`config.mk`:
```
export PLATFORM = sky130hd
export DESIGN_NAME = mem_arbiter
export DESIGN_NICKNAME = d
export VERILOG_FILES = /design/src/rtl/mem_arbiter.sv
export SDC_FILE = /design/constraint.sdc
export NUM_CORES = 1
export LEC_CHECK = 0
export CAP_MARGIN = 40
export CORE_AREA = 5 5 114 116
export DETAILED_ROUTE_END_ITERATION = 10
export DIE_AREA = 0 0 119 121
export PLACE_DENSITY = 0.77
export REMOVE_ABC_BUFFERS = 1
export SYNTH_ARGS = -nofsm -noshare
export SYNTH_HDL_FRONTEND = slang
export SYNTH_SLANG_ARGS = --single-unit
```
`constraint.sdc`:
```
create_clock -name CLK -period 2.2 [get_ports CLK]
set_input_delay 0.44 -clock CLK [delete_from_list [all_inputs] [get_ports CLK]]
set_output_delay 0.44 -clock CLK [all_outputs]
set_load 0.03 [all_outputs]
```
`src/rtl/mem_arbiter.sv`:
```
// Shares one single-port RAM between the instruction fetch and data load/store paths.
// Data wins by default, a starvation counter forces fetch progress, and a watchdog aborts dead accesses.
module mem_arbiter #(
  parameter int WORD_W     = 32,
  parameter int ADDR_W     = 32,
  parameter int STARVE_MAX = 4,
  parameter int TIMEOUT    = 64
) (
  input  logic              CLK,
  input  logic              nRST,
  input  logic              iREN,
  input  logic [ADDR_W-1:0] iaddr,
  input  logic              dREN,
  input  logic              dWEN,
  input  logic [ADDR_W-1:0] daddr,
  input  logic [WORD_W-1:0] dstore,
  output logic              ihit,
  output logic [WORD_W-1:0] iload,
  output logic              dhit,
  output logic [WORD_W-1:0] dload,
  output logic              ramREN,
  output logic              ramWEN,
  output logic [ADDR_W-1:0] ramaddr,
  output logic [WORD_W-1:0] ramstore,
  input  logic [WORD_W-1:0] ramload,
  input  logic              ramready,
  output logic              err
);

  localparam int SC_W = $clog2(STARVE_MAX + 1);
  localparam int WD_W = $clog2(TIMEOUT);
  localparam logic [SC_W-1:0] SC_MAX  = SC_W'(STARVE_MAX);
  localparam logic [WD_W-1:0] WD_LAST = WD_W'(TIMEOUT - 1);

  typedef enum logic [1:0] {
    IDLE,
    IACC,
    DACC
  } state_t;

  state_t            state, next_state;
  logic [ADDR_W-1:0] addr_q;
  logic [WORD_W-1:0] data_q;
  logic              wr_q;
  logic [SC_W-1:0]   starve_cnt;
  logic [WD_W-1:0]   wd_cnt;
  logic              dreq, grant_d, grant_i, in_acc, timeout;

  assign dreq    = dREN | dWEN;
  assign in_acc  = (state != IDLE);
  // ramready in the expiry cycle takes precedence over the watchdog
  assign timeout = in_acc && !ramready && (wd_cnt == WD_LAST);

  always_ff @(posedge CLK or negedge nRST) begin
    if (!nRST) state <= IDLE;
    else       state <= next_state;
  end

  always_comb begin
    next_state = state;
    grant_d    = 1'b0;
    grant_i    = 1'b0;
    case (state)
      IDLE: begin
        if (dreq && (!iREN || (starve_cnt < SC_MAX))) begin
          grant_d    = 1'b1;
          next_state = DACC;
        end else if (iREN) begin
          grant_i    = 1'b1;
          next_state = IACC;
        end
      end
      IACC, DACC: begin
        if (ramready || timeout) next_state = IDLE;
      end
      default: next_state = IDLE;
    endcase
  end

  always_ff @(posedge CLK or negedge nRST) begin
    if (!nRST) begin
      addr_q     <= '0;
      data_q     <= '0;
      wr_q       <= 1'b0;
      starve_cnt <= '0;
      wd_cnt     <= '0;
      err        <= 1'b0;
    end else begin
      if (grant_d || grant_i) begin
        addr_q <= grant_d ? daddr : iaddr;
        wd_cnt <= '0;
      end else if (in_acc && !ramready) begin
        wd_cnt <= wd_cnt + WD_W'(1);
      end
      if (grant_d) begin
        wr_q   <= dWEN;
        data_q <= dstore;
        if (iREN && (starve_cnt != SC_MAX)) starve_cnt <= starve_cnt + SC_W'(1);
      end
      if (grant_i) starve_cnt <= '0;
      if (timeout) err <= 1'b1;
    end
  end

  // RAM side is driven only from latched registers; hits need the owner still requesting
  always_comb begin
    ramREN   = 1'b0;
    ramWEN   = 1'b0;
    ramaddr  = '0;
    ramstore = '0;
    ihit     = 1'b0;
    iload    = '0;
    dhit     = 1'b0;
    dload    = '0;
    case (state)
      IACC: begin
        ramREN   = 1'b1;
        ramaddr  = addr_q;
        ramstore = data_q;
        if (ramready && iREN) begin
          ihit  = 1'b1;
          iload = ramload;
        end
      end
      DACC: begin
        ramREN   = !wr_q;
        ramWEN   = wr_q;
        ramaddr  = addr_q;
        ramstore = data_q;
        if (ramready && dreq) begin
          dhit  = 1'b1;
          dload = wr_q ? '0 : ramload;
        end
      end
      default: ;
    endcase
  end

endmodule

```
==> results.yml, run 1 <==
critical_path:
  critPathLaunch: "state[0]"
  reg2reg_from: "state[1]"
  path_class: "reg2out"
  end_kind: "output pin"
  startpoint_type: "register"
  cp.arrival_ps: 1780
  crit_fanout: 8
  cp_data_required_time_ps: 1760
detailed_routing:
  drt-initial-drc-count: 153
  drt_pass1_iterations: 4
  wire_per_inst_um: 19.0
  drtAntennaViolNets: 0
  drc: 0
  vias: 4641
  via_per_inst: 5.19
  drt-total-wl_um: 17000
global_route:
  grt_max_degree: 58
  grt_pass1_wl_um: 25700
  grt_use_total_pct: 22.4
  grt_pass1_vias: 4711
  grt-ovfl-total: 0
  antenna_found_initial: 0
final_layout:
  filler_cell_count: 891
  antenna_cells: 0
  syn_to_final_growth_pct: 81.0
  drive_above_1_share_pct: 35.2
  nNetsFinal: 882
die:
  ioPinCount: 267
  die_h_um: 121
  start_util_pct: 37.1
  rows: 40
  die_area_mm2: 0.0144
  core_mm2: 0.0118
  fp.dieW_um: 119
synthesis:
  synth_area_mm2: 0.00438
  ys_ff_latch: 77
  synthArstFlopShare_pct: 100
  synth_flop_cell: "dfrtp_1"
  yosysWarnings: 0
  syn_area_per_cell_um2: 9.31
  yosysSeqAreaShare_pct: 44.0
  synth_edf_count: 0
  yosys.cell_types.count: 39
  synthCells: 470
status:
  status: "finished with violations"
  violations: "setup timing"
power:
  p_leak_nw: 3.53
  p_per_area_mw_per_mm2: 1460
  peakVddDrop_mv: 0.797
job:
  max_cap_violations: 0
hold_path:
  min_from: "err"
  hold_path_class: "reg2reg"
clock_tree:
  cts_tree: "built"
  numClockSinks: 77
  path_clk_slew_ps: 60
  htreeDepth: 3
  clock_latency_ps: 330
  cts_max_path_buffers: 2
  cts_made_buffers: 9
  cts-root-buf: "clkbuf_16"
placement:
  post-dp-hpwl_um: 12400
  io_buffers: 266
  pre_cts_ws_ps: -19.3
  gp_congestion: 0.862
sta:
  setup_violations: 17
  rsz0062_at_grt: "yes"
  hold_violations: 0
  relSlewSlack_pct: 75.0
  setup_slack_ps: -23.3
  maxSlewViolCount: 0
  fin_crit_sh_pct: 101
  period_needed_ps: 2220
  holdWs_ps: 486
  clock_skew_ps: 8.25
  tightest_slew_ps: 373
  fmax_mhz: 450
## cells in the final DEF (no fill, tap or decap), drive strengths merged, types with 2 or more instances in the layout
cell type and n:
a31oi 32, ha 6, nand2 5, and3 2
clkbuf 12, dfrtp 77, bufinv 3, clkdlybuf4s50 130
nand3 3, o21ai 36, o2111ai 2, nor3 3
mux2 34, a21oi 36, xnor2 2, and2 129
dlymetal6s2s 3, buf 162, or3 3, nor2 39
inv 8, a22o 2
## kinds of logic (layout without fill, tap and decap cells)
group,Yosys count,after routing,share of synthesized area (%)
xor gates and xnor gates,2,2,0.400
buffers and inverters,44,321,4.40
and+or+nand+nor,190,190,25.2
DFF,77,77,44.0
adders and majority gates,6,6,1.71
AOI/OAI and AO/OA,117,117,15.5
muxes,34,34,8.75
## flip-flops by register name, indices dropped and copies added (netlist names)
name / cells
state: 2
addr_q: 32
wr_q: 1
err: 1
data_q: 32
starve_cnt: 3
wd_cnt: 6
## per-layer routing
metal / track usage [%] / up-vias / wire length, um
met4: 9.05 / 0 / 640
met3: 3.82 / 37 / 997
met5: 0 / - / 0
met2: 42.4 / 211 / 9280
met1: 24.8 / 2242 / 6050
li1: - / 2151 / -
## final timing paths
kind                              end  slack, ps  cells after the start
max                         dload[15]        -20                      8
min                               err        490                      1
max reg2reg                addr_q[21]        370                      7
min reg2reg                       err        490                      1
max in group asynchronous  addr_q[15]       1040                      3
min in group asynchronous  data_q[16]        550                      2
## through the flow
stage | power [mW] | cell area [um^2] | setup TNS, ps | utilization [%] | instances
after detailed placement | 9.37 | 7110 | -38.6 | 60.2 | 868
after floorplan | 6.44 | 4210 | -1040 | - | 432
after global placement | 9.21 | 7110 | 0 | 60.2 | 868
after CTS | 11.5 | 7790 | -1600 | 65.9 | 891
final | 11.6 | 7920 | -236 | 67.1 | 894
after global routing | 12.2 | 7920 | -3980 | 67.1 | 894
## final cells by class
class                           instances  area (um^2)  share of cell area (%)
Clock buffer                           10          239                    3.02
Clock inverter                          6          116                    1.47
Inverter                                6         22.5                   0.284
Multi-Input combinational cell        349         2410                    30.4
Sequential cell                        77         1930                    24.3
Tap cell                              147          184                    2.32
Timing Repair Buffer                  299         3030                    38.2
## worst max-delay path: stages, from the launching register on
cell       delay, ps
dfrtp_1          400
inv_2            110
ha_4             160
nand2_4           60
nor3_4           150
buf_12           160
clkbuf_16        150
and2_4           150
buf_12           110
## synthesized netlist by cell type, types with 3 or more instances
library cell | instances | area, um^2
a21oi_1 | 36 | 180
a31oi_1 | 32 | 200
and2_1 | 129 | 807
buf_2 | 13 | 65.1
buf_4 | 3 | 22.5
clkbuf_1 | 22 | 82.6
dfrtp_1 | 77 | 1930
ha_1 | 6 | 75.1
inv_1 | 6 | 22.5
mux2_2 | 33 | 372
nand2_1 | 5 | 18.8
nand3_1 | 3 | 15.0
nor2_1 | 37 | 139
o21ai_0 | 36 | 180
or3_1 | 3 | 18.8
## repair_timing
item,in CTS,in global routing
setup buffers,4,1
pin swaps,1,26
resized for setup,59,32
hold buffers,1,0
hold endpoints to repair,20,0
gates cloned,2,2
setup endpoints to repair,36,89
## power breakdown
part,switching (mW),internal [mW]
clock,0.603,1.15
combinational,4.12,3.26
sequential,0.345,2.10
total,5.07,6.51
Note: power is estimated with default switching activity, not from simulation.
==> run 2, diff against run 1 <==
--- a/config.mk
+++ b/config.mk
@@ -9,7 +9,7 @@
 export CORE_AREA = 5 5 114 116
 export DETAILED_ROUTE_END_ITERATION = 10
 export DIE_AREA = 0 0 119 121
-export PLACE_DENSITY = 0.77
+export PLACE_DENSITY = 0.78
 export REMOVE_ABC_BUFFERS = 1
 export SYNTH_ARGS = -nofsm -noshare
 export SYNTH_HDL_FRONTEND = slang
==> run 2 against run 1 <==
Effect of this change:
- utilization down 2.0 points
- largest cell class unchanged
- non-clock buffer count down 2
- highest routed layer unchanged
- flip-flop and latch count unchanged
- the flow still finishes with violations (setup timing)
- cell area down 3.0%
- cell count down 0.22%
- first-iteration DRC count up 13%
- critical path type unchanged
- power down 5.6%
- fmax down 1.9%
- largest power group unchanged
- worst setup slack worse by 42 ps
==> results.yml, run 2 (synthesis results as in run 1) <==
sta:
  setup_violations: 71
  period_needed_ps: 2270
  setup_slack_ps: -65.8
  fmax_mhz: 441
  finalSetupTns_ps: -2540
  maxSlewViolCount: 0
  clock_skew_ps: 8.51
  tightest_slew_ps: 504
  rsz0062_at_grt: "yes"
  relSlewSlack_pct: 66.4
  hold_violations: 0
  fin_crit_sh_pct: 103
critical_path:
  startpoint_type: "register"
  end_kind: "output pin"
  path_class: "reg2out"
  crit_fanout: 7
  cp.arrival_ps: 1830
  cp_data_required_time_ps: 1760
final_layout:
  reg.largest.list: "addr_q: 32 flops, data_q: 32 flops, wd_cnt: 6 flops"
  antenna_cells: 0
  syn_to_final_growth_pct: 75.5
  nNetsFinal: 880
  mostFrequentLayoutCells: "clkdlybuf4s50_1, buf_4, and2_1"
  filler_cell_count: 921
  final_common_cell: "clkdlybuf4s50_1"
  post-route-util_pct: 65.0
  drive_above_1_share_pct: 34.4
die:
  die_area_mm2: 0.0144
  ioPinCount: 267
  fp.dieW_um: 119
  core_mm2: 0.0118
  rows: 40
  start_util_pct: 37.1
  die_h_um: 121
placement:
  io_buffers: 266
  pre_cts_ws_ps: 18.3
  gp_congestion: 0.902
  post-dp-hpwl_um: 12100
global_route:
  grt_max_degree: 58
  grt_pass1_wl_um: 24500
  grt-ovfl-total: 0
  grt_pass1_vias: 4508
  antenna_found_initial: 0
  grt_use_total_pct: 21.2
power:
  peakVddDrop_mv: 0.831
  p_leak_nw: 3.42
  power_mw: 10.9
  p_per_area_mw_per_mm2: 1420
clock_tree:
  cts_made_buffers: 9
  clock_latency_ps: 340
  numClockSinks: 77
  cts_tree: "built"
  htreeDepth: 3
  cts_max_path_buffers: 2
  path_clk_slew_ps: 70
  cts-root-buf: "clkbuf_16"
status:
  violations: "setup timing"
  status: "finished with violations"
job:
  max_cap_violations: 0
detailed_routing:
  drt_pass1_iterations: 4
  wire_per_inst_um: 18.3
  drt-initial-drc-count: 173
  drc: 0
  drt-total-wl_um: 16300
  via_per_inst: 5.12
  drtAntennaViolNets: 0
  vias: 4564
hold_path:
  hold_path_class: "in2async"
==> run 2: cell types whose count changed in the layout (fill, tap and decap cells not counted), moves of 3 or more <==
| cell | previous run | this run |
|---|---|---|
| buf_4 | 103 | 116 |
| and2_1 | 93 | 101 |
| and2_4 | 36 | 28 |
| buf_6 | 40 | 32 |
| bufinv_16 | 3 | 0 |
==> run 2: worst paths after layout <==
check / cells past startpoint / from / endpoint / slack [ps]
max: 8 / state[0] / dload[6] / -70
min: 1 / nRST / data_q[18] / 60
max reg2reg: 7 / state[1] / addr_q[26] / 300
min reg2reg: 1 / data_q[3] / data_q[3] / 490
max in group asynchronous: 2 / nRST / data_q[12] / 1510
min in group CLK: 1 / data_q[3] / data_q[3] / 490
==> run 2: power by group <==
group / total, mW / switching [mW] / internal, mW / leakage, nW
Clock: 1.40 / 0.621 / 0.777 / 0.134
Combinational: 7.09 / 4.03 / 3.06 / 2.38
Sequential: 2.44 / 0.344 / 2.10 / 0.907
Total: 10.9 / 5.00 / 5.93 / 3.42
==> run 2: area by class of cell <==
cell class,count,area [um^2],share of cell area [%]
clock buffers,9,225,2.93
clock inverters,7,57.6,0.749
inverters,6,22.5,0.293
multi-input cells,349,2370,30.9
flip-flops and latches,77,1930,25.1
well taps,147,184,2.39
repair buffers,297,2890,37.6
==> run 2: stage by stage <==
step           area (um^2)  std cells  hold WS, ps
6_report              7680        892         56.2
5_1_grt               7680        892         94.4
4_1_cts               7370        883         82.1
3_5_place_dp          7090        867          448
3_3_place_gp          7090        867          439
2_1_floorplan         4210        432          144
==> run 2: metal layers <==
layer  vias up  global-route usage, %  routed length [um]
li1       2144                      -                   -
met1      2172                   25.0                6120
met2       215                   38.7                8650
met3        33                   3.92                 999
met4         0                   7.31                 539
met5         -                      0                   0
==> run 2: repair_timing <==
action,CTS,global route
hold endpoints to repair,0,0
pin swaps,0,21
buffers inserted,0,5
gates cloned,0,4
hold buffers,0,0
endpoints found under the setup margin,2,117
gates resized for setup,0,73
==> run 2: critical path, stage by stage (launching register included) <==
cell     delay [ps]
dfrtp_1         420
inv_2           100
ha_4            150
nand2_4          50
nor3_4          230
buf_6           150
buf_6           120
and2_1          140
buf_6           130
==> run 3, diff against run 2 <==
--- a/config.mk
+++ b/config.mk
@@ -10,6 +10,7 @@
 export DETAILED_ROUTE_END_ITERATION = 10
 export DIE_AREA = 0 0 119 121
 export PLACE_DENSITY = 0.78
+export RECOVER_POWER = 100
 export REMOVE_ABC_BUFFERS = 1
 export SYNTH_ARGS = -nofsm -noshare
 export SYNTH_HDL_FRONTEND = slang
==> run 3 against run 2 <==
Effect of this change:
- the run still ends with setup timing left
- critical path depth unchanged
- sequential power hardly changed
- critical endpoint unchanged
- clock power barely moved
- via count down 0.39%
- non-clock buffer count did not move
- clock skew barely moved
- cell area shrank 0.23%
- fmax shrank 0.15%
- combinational power barely moved
==> results.yml, run 3 (synthesis results as in run 1) <==
status:
  status: "finished with violations"
  violations: "setup timing"
critical_path:
  startpoint_type: "register"
  critPathLaunch: "state[0]"
  path_class: "reg2out"
  cp_data_required_time_ps: 1760
  worst-r2r-setup-slack_ps: 300
  r2r_end: "addr_q[26]"
  end_kind: "output pin"
  reg2reg_from: "state[1]"
  cp.arrival_ps: 1830
  rr_worst_depth: 7
  crit_fanout: 7
detailed_routing:
  drc: 0
  drt_pass1_iterations: 4
  via_per_inst: 5.10
  wire_per_inst_um: 18.3
  drt-total-wl_um: 16400
  drt-initial-drc-count: 178
  drtAntennaViolNets: 0
  vias: 4546
hold_path:
  hold_path_class: "in2async"
clock_tree:
  cts_tree: "built"
  clock_latency_ps: 340
  path_clk_slew_ps: 70
  numClockSinks: 77
  cts_max_path_buffers: 2
  htreeDepth: 3
  cts_made_buffers: 9
  cts-root-buf: "clkbuf_16"
  cts_hold_buf: 0
sta:
  tightest_slew_ps: 947
  clock_skew_ps: 8.85
  fin_crit_sh_pct: 103
  rsz0062_at_grt: "yes"
  setup_violations: 77
  period_needed_ps: 2270
  holdWs_ps: 225
  relSlewSlack_pct: 36.9
  setup_slack_ps: -69.2
  hold_violations: 0
  maxSlewViolCount: 0
  fmax_mhz: 441
job:
  max_cap_violations: 0
die:
  die_area_mm2: 0.0144
  start_util_pct: 37.1
  die_h_um: 121
  ioPinCount: 267
  rows: 40
  core_mm2: 0.0118
  fp.dieW_um: 119
placement:
  post-dp-hpwl_um: 12100
  gp_congestion: 0.902
  pre_cts_ws_ps: 18.3
  dp.cells: 867
  placed_cell_area_mm2: 0.00709
  io_buffers: 266
power:
  intPower_mw: 5.93
  clkPwrFrac_pct: 12.8
  p_per_area_mw_per_mm2: 1430
  peakVddDrop_mv: 0.833
  swShare_pct: 45.8
  pwr-share-comb_pct: 64.9
  power.switching_mw: 5.01
  power_mw: 10.9
  p_leak_nw: 3.41
  seqPwrFrac_pct: 22.3
final_layout:
  filler_cell_count: 923
  antenna_cells: 0
  design_area_mm2: 0.00766
  syn_to_final_growth_pct: 75.1
  final_common_cell: "clkdlybuf4s50_1"
  reg.largest.list: "addr_q: 32 flops, data_q: 32 flops, wd_cnt: 6 flops"
  mostFrequentLayoutCells: "clkdlybuf4s50_1, buf_4, and2_1"
  final_cells: 892
  drive_above_1_share_pct: 34.4
  nNetsFinal: 880
global_route:
  grt_max_degree: 58
  grt_use_total_pct: 21.2
  antenna_found_initial: 0
  grt-ovfl-total: 0
  grt_pass1_wl_um: 24500
  grt_pass1_vias: 4508
==> run 3: cell count changes in the layout (fill, tap and decap cells not counted) <==
cell	change
clkbuf_2	+1
buf_4	-1
buf_2	+1
buf_12	-1
==> run 3: critical path, cell delays in order, from the launching register on <==
cell and delay [ps]:
dfrtp_1 420, inv_2 100, ha_4 150, nand2_4 50, nor3_4 230, buf_6 150
buf_6 120, and2_1 140, buf_6 130
==> run 3: how the worst max path moves through the flow <==
stage / endpoint / depth (start not counted)
6_report: dload[6] / 8
5_1_grt: dload[25] / 8
4_1_cts: dload[14] / 7
3_5_place_dp: dload[26] / 6
3_3_place_gp: dload[23] / 6
2_1_floorplan: data_q[0] / 5
==> run 3: final cells by class <==
type / instances / area, um^2 / share of cell area (%)
inverters: 6 / 22.5 / 0.294
multi-input cells: 349 / 2370 / 31.0
flip-flops and latches: 77 / 1930 / 25.2
repair buffers: 297 / 2870 / 37.5
clock inverters: 7 / 57.6 / 0.751
well taps: 147 / 184 / 2.40
clock buffers: 9 / 225 / 2.94
==> run 3: what timing repair did <==
item | CTS | global route
pin swaps | 0 | 21
hold endpoints to repair | 0 | 0
endpoints found under the setup margin | 2 | 117
resized for setup | 0 | 73
cloned | 0 | 4
buffers inserted | 0 | 5
==> run 3: power groups by stage <==
stage	registers, mW	logic [mW]	clock network, mW
final	2.44	7.10	1.40
after global routing	2.53	7.55	1.50
after CTS	2.43	6.85	1.42
after detailed placement	2.45	6.83	0
after global placement	2.40	6.74	0
after floorplan	2.34	4.10	0
==> run 3: per-layer routing <==
| metal | GRT usage (%) | share of wire (%) | vias up |
|---|---|---|---|
| met5 | 0 | 0 | - |
| met4 | 7.31 | 3.3 | 0 |
| met3 | 3.92 | 5.3 | 33 |
| met2 | 38.7 | 53 | 192 |
| met1 | 25.0 | 38 | 2177 |
| li1 | - | - | 2144 |
==> run 3: through the flow <==
| stage | util (%) | setup TNS (ps) |
|---|---|---|
| 2_1_floorplan | - | -1040 |
| 3_3_place_gp | 60.0 | 0 |
| 3_5_place_dp | 60.0 | 0 |
| 4_1_cts | 62.4 | -5.57 |
| 5_1_grt | 64.9 | -10690 |
| 6_report | 64.9 | -2620 |
